===== config.mk =====
export PLATFORM = sky130hd
export DESIGN_NAME = freq_meter_flat
export DESIGN_NICKNAME = d
export VERILOG_FILES = /design/src/rtl/freq_meter_pkg.sv /design/src/rtl/freq_meter_if.sv /design/src/rtl/freq_meter_sig_sync_edge.sv /design/src/rtl/freq_meter.sv /design/src/flat_wrapper.sv
export SDC_FILE = /design/constraint.sdc
export NUM_CORES = 1
export LEC_CHECK = 0
export ABC_AREA = 1
export BUFFER_PORTS_ARGS = -buffer_cell sky130_fd_sc_hd__buf_2
export CORE_MARGIN = 2
export CORE_UTILIZATION = 50
export CTS_BUF_LIST = sky130_fd_sc_hd__clkbuf_4
export CTS_CLUSTER_SIZE = 28
export DETAILED_ROUTE_END_ITERATION = 16
export PLACE_DENSITY = 0.68
export REMOVE_ABC_BUFFERS = 1
export SLEW_MARGIN = 25
export SYNTH_ARGS = -nofsm -noshare
export SYNTH_HDL_FRONTEND = slang
export SYNTH_SLANG_ARGS = --single-unit

===== constraint.sdc =====
create_clock -name clk_32m -period 3.8 [get_ports clk_32m]
set_clock_uncertainty 0.05 [all_clocks]
set_input_delay 0.76 -clock clk_32m [delete_from_list [all_inputs] [get_ports clk_32m]]
set_output_delay 0.76 -clock clk_32m [all_outputs]
set_load 0.01 [all_outputs]

===== src/rtl/freq_meter_pkg.sv =====
// Shared types, default sizes and the saturating-increment helper for the gated frequency meter.
package freq_meter_pkg;

  localparam int unsigned DEF_GATE_CYCLES = 32_000_000;
  localparam int          DEF_CNT_W       = 26;
  localparam int          GATE_W          = $clog2(DEF_GATE_CYCLES);
  localparam int          SAT_W           = 32;

  typedef enum logic [1:0] {
    IDLE,
    ARM,
    GATE,
    DONE
  } fm_state_e;

  // Counters up to SAT_W bits share this helper; callers zero-extend in and truncate out.
  function automatic logic [SAT_W-1:0] sat_inc(input logic [SAT_W-1:0] value,
                                               input logic [SAT_W-1:0] max_val);
    return (value >= max_val) ? max_val : value + 1'b1;
  endfunction

endpackage


===== src/rtl/freq_meter_if.sv =====
// Control/result bundle between firmware and freq_meter.
// FREQ_METER_PERIOD_EN adds the period_cnt result.
interface freq_meter_if
  import freq_meter_pkg::*;
#(
  parameter int CNT_W = DEF_CNT_W
) ();

  logic             start;
  logic             busy;
  logic             done;
  logic [CNT_W-1:0] edge_cnt;
  logic             overflow;
`ifdef FREQ_METER_PERIOD_EN
  logic [CNT_W-1:0] period_cnt;

  modport master (output start, input busy, done, edge_cnt, overflow, period_cnt);
  modport slave  (input start, output busy, done, edge_cnt, overflow, period_cnt);
`else
  modport master (output start, input busy, done, edge_cnt, overflow);
  modport slave  (input start, output busy, done, edge_cnt, overflow);
`endif

endinterface


===== src/rtl/freq_meter_sig_sync_edge.sv =====
// Synchroniser for the asynchronous sig_in plus a registered rising-edge detector.
module sig_sync_edge #(
  parameter int SYNC_STAGES = 2
) (
  input  logic clk_32m,
  input  logic rst,
  input  logic sig_in,
  output logic rise
);

  logic [SYNC_STAGES-1:0] sync_q, sync_d;
  logic                   sync_prev_q, sync_prev_d;
  logic                   rise_q, rise_d;

  always_comb begin
    sync_d      = {sync_q[SYNC_STAGES-2:0], sig_in};
    sync_prev_d = sync_q[SYNC_STAGES-1];
    rise_d      = sync_q[SYNC_STAGES-1] & ~sync_prev_q;
  end

  always_ff @(posedge clk_32m) begin
    if (rst) begin
      sync_q      <= '0;
      sync_prev_q <= 1'b0;
      rise_q      <= 1'b0;
    end else begin
      sync_q      <= sync_d;
      sync_prev_q <= sync_prev_d;
      rise_q      <= rise_d;
    end
  end

  assign rise = rise_q;

endmodule


===== src/rtl/freq_meter.sv =====
// Gated frequency meter: counts sig_in rising edges over GATE_CYCLES clk_32m cycles after an arming edge.
// FREQ_METER_PERIOD_EN adds period_cnt (cycles from the arming edge to the first gated edge).
module freq_meter
  import freq_meter_pkg::*;
#(
  parameter int unsigned GATE_CYCLES = DEF_GATE_CYCLES,
  parameter int          CNT_W       = DEF_CNT_W,
  parameter int          SYNC_STAGES = 2
) (
  input  logic        clk_32m,
  input  logic        rst,
  input  logic        sig_in,
  freq_meter_if.slave bus
);

  localparam int                    GATE_CNT_W = $clog2(GATE_CYCLES);
  localparam logic [GATE_CNT_W-1:0] GATE_LAST  = GATE_CNT_W'(GATE_CYCLES - 1);
  localparam logic [SAT_W-1:0]      CNT_MAX    = SAT_W'((64'd1 << CNT_W) - 64'd1);

  fm_state_e               state_q, state_d;
  logic [GATE_CNT_W-1:0]   gate_cnt_q, gate_cnt_d;
  logic [CNT_W-1:0]        edge_int_q, edge_int_d;
  logic                    ovf_int_q, ovf_int_d;
  logic                    busy_q, busy_d;
  logic                    done_q, done_d;
  logic [CNT_W-1:0]        edge_cnt_q, edge_cnt_d;
  logic                    overflow_q, overflow_d;
  logic                    finish;
  logic                    rise;
`ifdef FREQ_METER_PERIOD_EN
  logic [CNT_W-1:0]        period_int_q, period_int_d;
  logic                    period_hit_q, period_hit_d;
  logic [CNT_W-1:0]        period_cnt_q, period_cnt_d;
`endif

  sig_sync_edge #(.SYNC_STAGES(SYNC_STAGES)) u_sync (
    .clk_32m (clk_32m),
    .rst     (rst),
    .sig_in  (sig_in),
    .rise    (rise)
  );

  // gate_cnt doubles as the arming timeout in ARM and the gate position in GATE.
  always_comb begin
    state_d    = state_q;
    gate_cnt_d = gate_cnt_q;
    edge_int_d = edge_int_q;
    ovf_int_d  = ovf_int_q;
    busy_d     = busy_q;
    done_d     = 1'b0;
    edge_cnt_d = edge_cnt_q;
    overflow_d = overflow_q;
    finish     = 1'b0;
`ifdef FREQ_METER_PERIOD_EN
    period_int_d = period_int_q;
    period_hit_d = period_hit_q;
    period_cnt_d = period_cnt_q;
`endif

    unique case (state_q)
      IDLE: begin
        if (bus.start) begin
          state_d    = ARM;
          busy_d     = 1'b1;
          gate_cnt_d = '0;
          edge_int_d = '0;
          ovf_int_d  = 1'b0;
`ifdef FREQ_METER_PERIOD_EN
          period_int_d = '0;
          period_hit_d = 1'b0;
`endif
        end
      end
      ARM: begin
        if (rise) begin
          state_d    = GATE;
          gate_cnt_d = '0;
        end else if (gate_cnt_q == GATE_LAST) begin
          state_d = DONE;
          finish  = 1'b1;
        end else begin
          gate_cnt_d = gate_cnt_q + 1'b1;
        end
      end
      GATE: begin
        if (rise) begin
          edge_int_d = CNT_W'(sat_inc(SAT_W'(edge_int_q), CNT_MAX));
          ovf_int_d  = ovf_int_q | (&edge_int_q);
        end
`ifdef FREQ_METER_PERIOD_EN
        // The cycle carrying the first gated edge is still counted, then the count freezes.
        if (!period_hit_q) begin
          period_int_d = period_int_q + 1'b1;
          period_hit_d = rise;
        end
`endif
        if (gate_cnt_q == GATE_LAST) begin
          state_d = DONE;
          finish  = 1'b1;
        end else begin
          gate_cnt_d = gate_cnt_q + 1'b1;
        end
      end
      DONE: begin
        state_d = IDLE;
        busy_d  = 1'b0;
      end
      default: state_d = IDLE;
    endcase

    // Results are loaded on entry to DONE so they are valid alongside the done pulse.
    if (finish) begin
      done_d     = 1'b1;
      edge_cnt_d = edge_int_d;
      overflow_d = ovf_int_d;
`ifdef FREQ_METER_PERIOD_EN
      period_cnt_d = period_hit_d ? period_int_d : '0;
`endif
    end
  end

  always_ff @(posedge clk_32m) begin
    if (rst) begin
      state_q    <= IDLE;
      gate_cnt_q <= '0;
      edge_int_q <= '0;
      ovf_int_q  <= 1'b0;
      busy_q     <= 1'b0;
      done_q     <= 1'b0;
      edge_cnt_q <= '0;
      overflow_q <= 1'b0;
`ifdef FREQ_METER_PERIOD_EN
      period_int_q <= '0;
      period_hit_q <= 1'b0;
      period_cnt_q <= '0;
`endif
    end else begin
      state_q    <= state_d;
      gate_cnt_q <= gate_cnt_d;
      edge_int_q <= edge_int_d;
      ovf_int_q  <= ovf_int_d;
      busy_q     <= busy_d;
      done_q     <= done_d;
      edge_cnt_q <= edge_cnt_d;
      overflow_q <= overflow_d;
`ifdef FREQ_METER_PERIOD_EN
      period_int_q <= period_int_d;
      period_hit_q <= period_hit_d;
      period_cnt_q <= period_cnt_d;
`endif
    end
  end

  assign bus.busy     = busy_q;
  assign bus.done     = done_q;
  assign bus.edge_cnt = edge_cnt_q;
  assign bus.overflow = overflow_q;
`ifdef FREQ_METER_PERIOD_EN
  assign bus.period_cnt = period_cnt_q;
`endif

endmodule


===== src/flat_wrapper.sv =====
// flat-port wrapper written by rule: the top's interface ports become plain ports
module freq_meter_flat import freq_meter_pkg::*;
#(
  parameter int unsigned GATE_CYCLES = DEF_GATE_CYCLES,
  parameter int          CNT_W       = DEF_CNT_W,
  parameter int          SYNC_STAGES = 2
)
  (clk_32m, rst, sig_in, bus_start, bus_busy, bus_done, bus_edge_cnt, bus_overflow);
  freq_meter_if #(.CNT_W(CNT_W)) bus_i ();
  input  logic clk_32m;
  input  logic rst;
  input  logic sig_in;
  input wire logic [$bits(bus_i.start)-1:0] bus_start;
  output wire logic [$bits(bus_i.busy)-1:0] bus_busy;
  output wire logic [$bits(bus_i.done)-1:0] bus_done;
  output wire logic [$bits(bus_i.edge_cnt)-1:0] bus_edge_cnt;
  output wire logic [$bits(bus_i.overflow)-1:0] bus_overflow;
  assign bus_i.start = bus_start;
  assign bus_busy = bus_i.busy;
  assign bus_done = bus_i.done;
  assign bus_edge_cnt = bus_i.edge_cnt;
  assign bus_overflow = bus_i.overflow;
  freq_meter #(.GATE_CYCLES(GATE_CYCLES), .CNT_W(CNT_W), .SYNC_STAGES(SYNC_STAGES)) u_core (.clk_32m(clk_32m), .rst(rst), .sig_in(sig_in), .bus(bus_i));
endmodule

==> results.json <==
{
  "status": "complete, no violations",
  "yosys_warnings": 0,
  "r2r_slack_ns": 1.25,
  "setup_viol": 0,
  "hold_viol": 0,
  "avgSynthCellArea_um2": 6.62,
  "viasPerCell": 5.21,
  "worstRegToRegCells": 10,
  "cts.htree.levels": 3,
  "synth_xor_xnor_area_share_pct": 1.31,
  "routed_wl_um": 10300,
  "yosys.area_share.adder_pct": 1.87,
  "max_freq_ghz": 0.392,
  "nets": 739,
  "crit_path_frequent_cell": "inv_1",
  "setup_ws_ns": 1.25,
  "clockBufferDepth": 2,
  "synth_compound_area_share_pct": 12.6,
  "dieArea_um2": 10100,
  "synth_top_area_cell": "dfxtp_1",
  "drtIter0Drc": 234,
  "min_delay_path_depth": 2,
  "root_buffer": "clkbuf_4",
  "stdcell_area_um2": 5020,
  "hold_end": "u_core.u_sync.sync_q[1]$_SDFF_PP0_",
  "synth.area.mux_share_pct": 0,
  "crit_fanout": 30,
  "drive_gt1_share_pct": 10.4,
  "place_area_um2": 4850,
  "postCtsSetupBuffers": 0,
  "slew_viol_final": 0,
  "fin_hold_ws_ns": 0.365,
  "cts_resized": 0,
  "critPathArrivalTime_ns": 2.86,
  "hold_buffers": 0,
  "cts_tree": "built",
  "max_stage_delay_ns": 0.44,
  "post-place-ws_ns": 1.24,
  "std_cell_rows": 35,
  "netlist_top_cells_count": "190 x nand2_1, 89 x inv_1, 87 x dfxtp_1",
  "antenna_found_initial": 0,
  "synth_top_cells_by_area": "dfxtp_1 37%, nand2_1 15%, nand3_1 7.9%, inv_1 7.1%, a21oi_1 5.2%",
  "synthDistinctLibCells": 35,
  "grt_use_total_pct": 21.5,
  "die_x_um": 101,
  "power.density_nw_per_um2": 323,
  "diodes": 0,
  "synth_top_area_share_pct": 37.3,
  "ys_seq_area_share_pct": 37.3,
  "crit_chain": "inv_1 > ha_1 > buf_4 > inv_1 > a21oi_1 > inv_1 > nand2_1 > nand3_1 > nand2_1 > inv_1",
  "synth_top_family_by_area": "simple AND/OR/NAND/NOR gates",
  "fin_crit_sh_pct": 67.2,
  "worstReg2RegStart": "u_core.state_q[0]$_SDFFE_PP0P_",
  "worstMarginPinSlew_ns": 0.805,
  "cts.sinks": 87,
  "grt_pass1_vias": 3853,
  "start_util_pct": 51.1,
  "port_buffers": 32,
  "io_pins": 33,
  "ir_worst_vdd_v": 0.000150,
  "firstDrtPassIters": 5,
  "min-delay-start": "u_core.u_sync.sync_q[0]$_SDFF_PP0_",
  "r2r_end": "u_core.bus.edge_cnt[10]$_SDFFE_PP0P_",
  "die_h_um": 101,
  "syn_to_final_growth_pct": 7.44,
  "grt_max_degree": 55,
  "synth_edf_count": 0,
  "post-route-min-period_ns": 2.55,
  "post-route-util_pct": 54.9,
  "synthSimpleGateAreaFrac_pct": 36.5,
  "crit_type": "register to register",
  "ys_ff_latch": 87,
  "place_hpwl_um": 7140,
  "routedWlPerCell_um": 12.2,
  "syn_area_um2": 4670,
  "yosys.cell_count.top_type": "nand2_1",
  "rsz0062_at_grt": "no",
  "p_leak_nw": 2.12,
  "stdcell_count": 844,
  "timing.slew.headroom_pct": 46.3,
  "startpoint_type": "register",
  "grt-ovfl-total": 0,
  "gp_congestion": 0.908,
  "p_total_mw": 1.62,
  "post-route-drc-count": 0,
  "hold_path_class": "register to register",
  "core_um2": 9150,
  "dpl.cell_count": 828,
  "synth_async_sr_flop_share_pct": 0,
  "syn_inst": 706,
  "cpMaxStageDelayCell": "inv_1",
  "cap_violations": 0,
  "clk_pin_slew_worst_paths_ns": 0.15,
  "required_ns": 4.11,
  "ant_nets": 0,
  "vias": 4401,
  "tns_ns": 0,
  "endpoint_kind": "register",
  "numCtsBuffers": 9,
  "grt_pass1_wl_um": 17700,
  "clk_latency_ns": 0.45,
  "synthFlopType": "dfxtp_1"
}
flip-flops by register name (all words and copies together) (netlist names):
signal / count
u_core.bus.busy: 1
u_core.bus.done: 1
u_core.bus.edge_cnt: 26
u_core.bus.overflow: 1
u_core.edge_int_q: 26
u_core.gate_cnt_q: 25
u_core.ovf_int_q: 1
u_core.state_q: 2
u_core.u_sync.rise: 1
u_core.u_sync.sync_prev_q: 1
u_core.u_sync.sync_q: 2
power by group:
group          internal, mW  total (mW)  leakage (nW)  switching (mW)
Combinational        0.0211      0.0868          1.33          0.0658
Clock                 0.279       0.611        0.0872           0.332
Sequential            0.918       0.923         0.702         0.00501
Total                  1.22        1.62          2.12           0.403
metal layers:
| metal | vias to the layer above | routed length [µm] | GRT usage [%] |
|---|---|---|---|
| met5 | - | 0 | 0 |
| met3 | 15 | 439 | 2.98 |
| met2 | 103 | 4580 | 34.3 |
| met1 | 1970 | 5110 | 29.6 |
| met4 | 0 | 170 | 8.01 |
| li1 | 2313 | - | - |
kinds of logic after synthesis:
group	after synthesis
AO/OA/AOI/OAI	102
AND/OR/NAND/NOR	384
flip-flops	87
adder cells (fa/ha/maj)	7
buffers and inverters	119
XOR/XNOR	7
layout by cell type, fill, tap and decap left out, types with 6 or more instances in the layout:
cell type and count:
ha_1 7, nor2_1 60, o21ai_0 19, nand3_1 74, nand2_1 190, buf_2 32, nand4_1 16, inv_1 89
nor2_2 9, inv_2 8, a21oi_1 49, xor2_1 6, dfxtp_1 87, clkbuf_4 10, nor3_1 17, o21a_1 26
layout make-up:
class / instances / area (µm²)
clock inverter: 6 / 93.8
clock buffer: 10 / 75.1
inverter: 97 / 364
timing repair buffer: 33 / 168
sequential: 87 / 1740
multi-input combinational: 500 / 2440
fill: 918 / 4130
tap: 111 / 139
worst max-delay path: cells and delay by family, from the launching register on:
family / cells / cell delay, ns
buffers and inverters: 5 / 1.10
AND/OR/NAND/NOR: 3 / 0.45
AO/OA/AOI/OAI: 1 / 0.37
flip-flops: 1 / 0.35
adder cells (fa/ha/maj): 1 / 0.16
how the worst max path moves through the flow:
stage	from	end	slack, ns	cells past startpoint
CTS	u_core.state_q[0]$_SDFFE_PP0P_	u_core.bus.edge_cnt[10]$_SDFFE_PP0P_	1.23	10
finish	u_core.state_q[0]$_SDFFE_PP0P_	u_core.bus.edge_cnt[10]$_SDFFE_PP0P_	1.25	10
floorplan	u_core.state_q[0]$_SDFFE_PP0P_	u_core.bus.edge_cnt[0]$_SDFFE_PP0P_	1.53	9
global route	u_core.state_q[0]$_SDFFE_PP0P_	u_core.gate_cnt_q[14]$_SDFFE_PP0P_	0.99	11
detailed placement	u_core.state_q[0]$_SDFFE_PP0P_	u_core.bus.edge_cnt[10]$_SDFFE_PP0P_	1.24	10
global placement	u_core.state_q[0]$_SDFFE_PP0P_	u_core.bus.edge_cnt[10]$_SDFFE_PP0P_	1.28	10
Power figures use the tool's default switching activity.
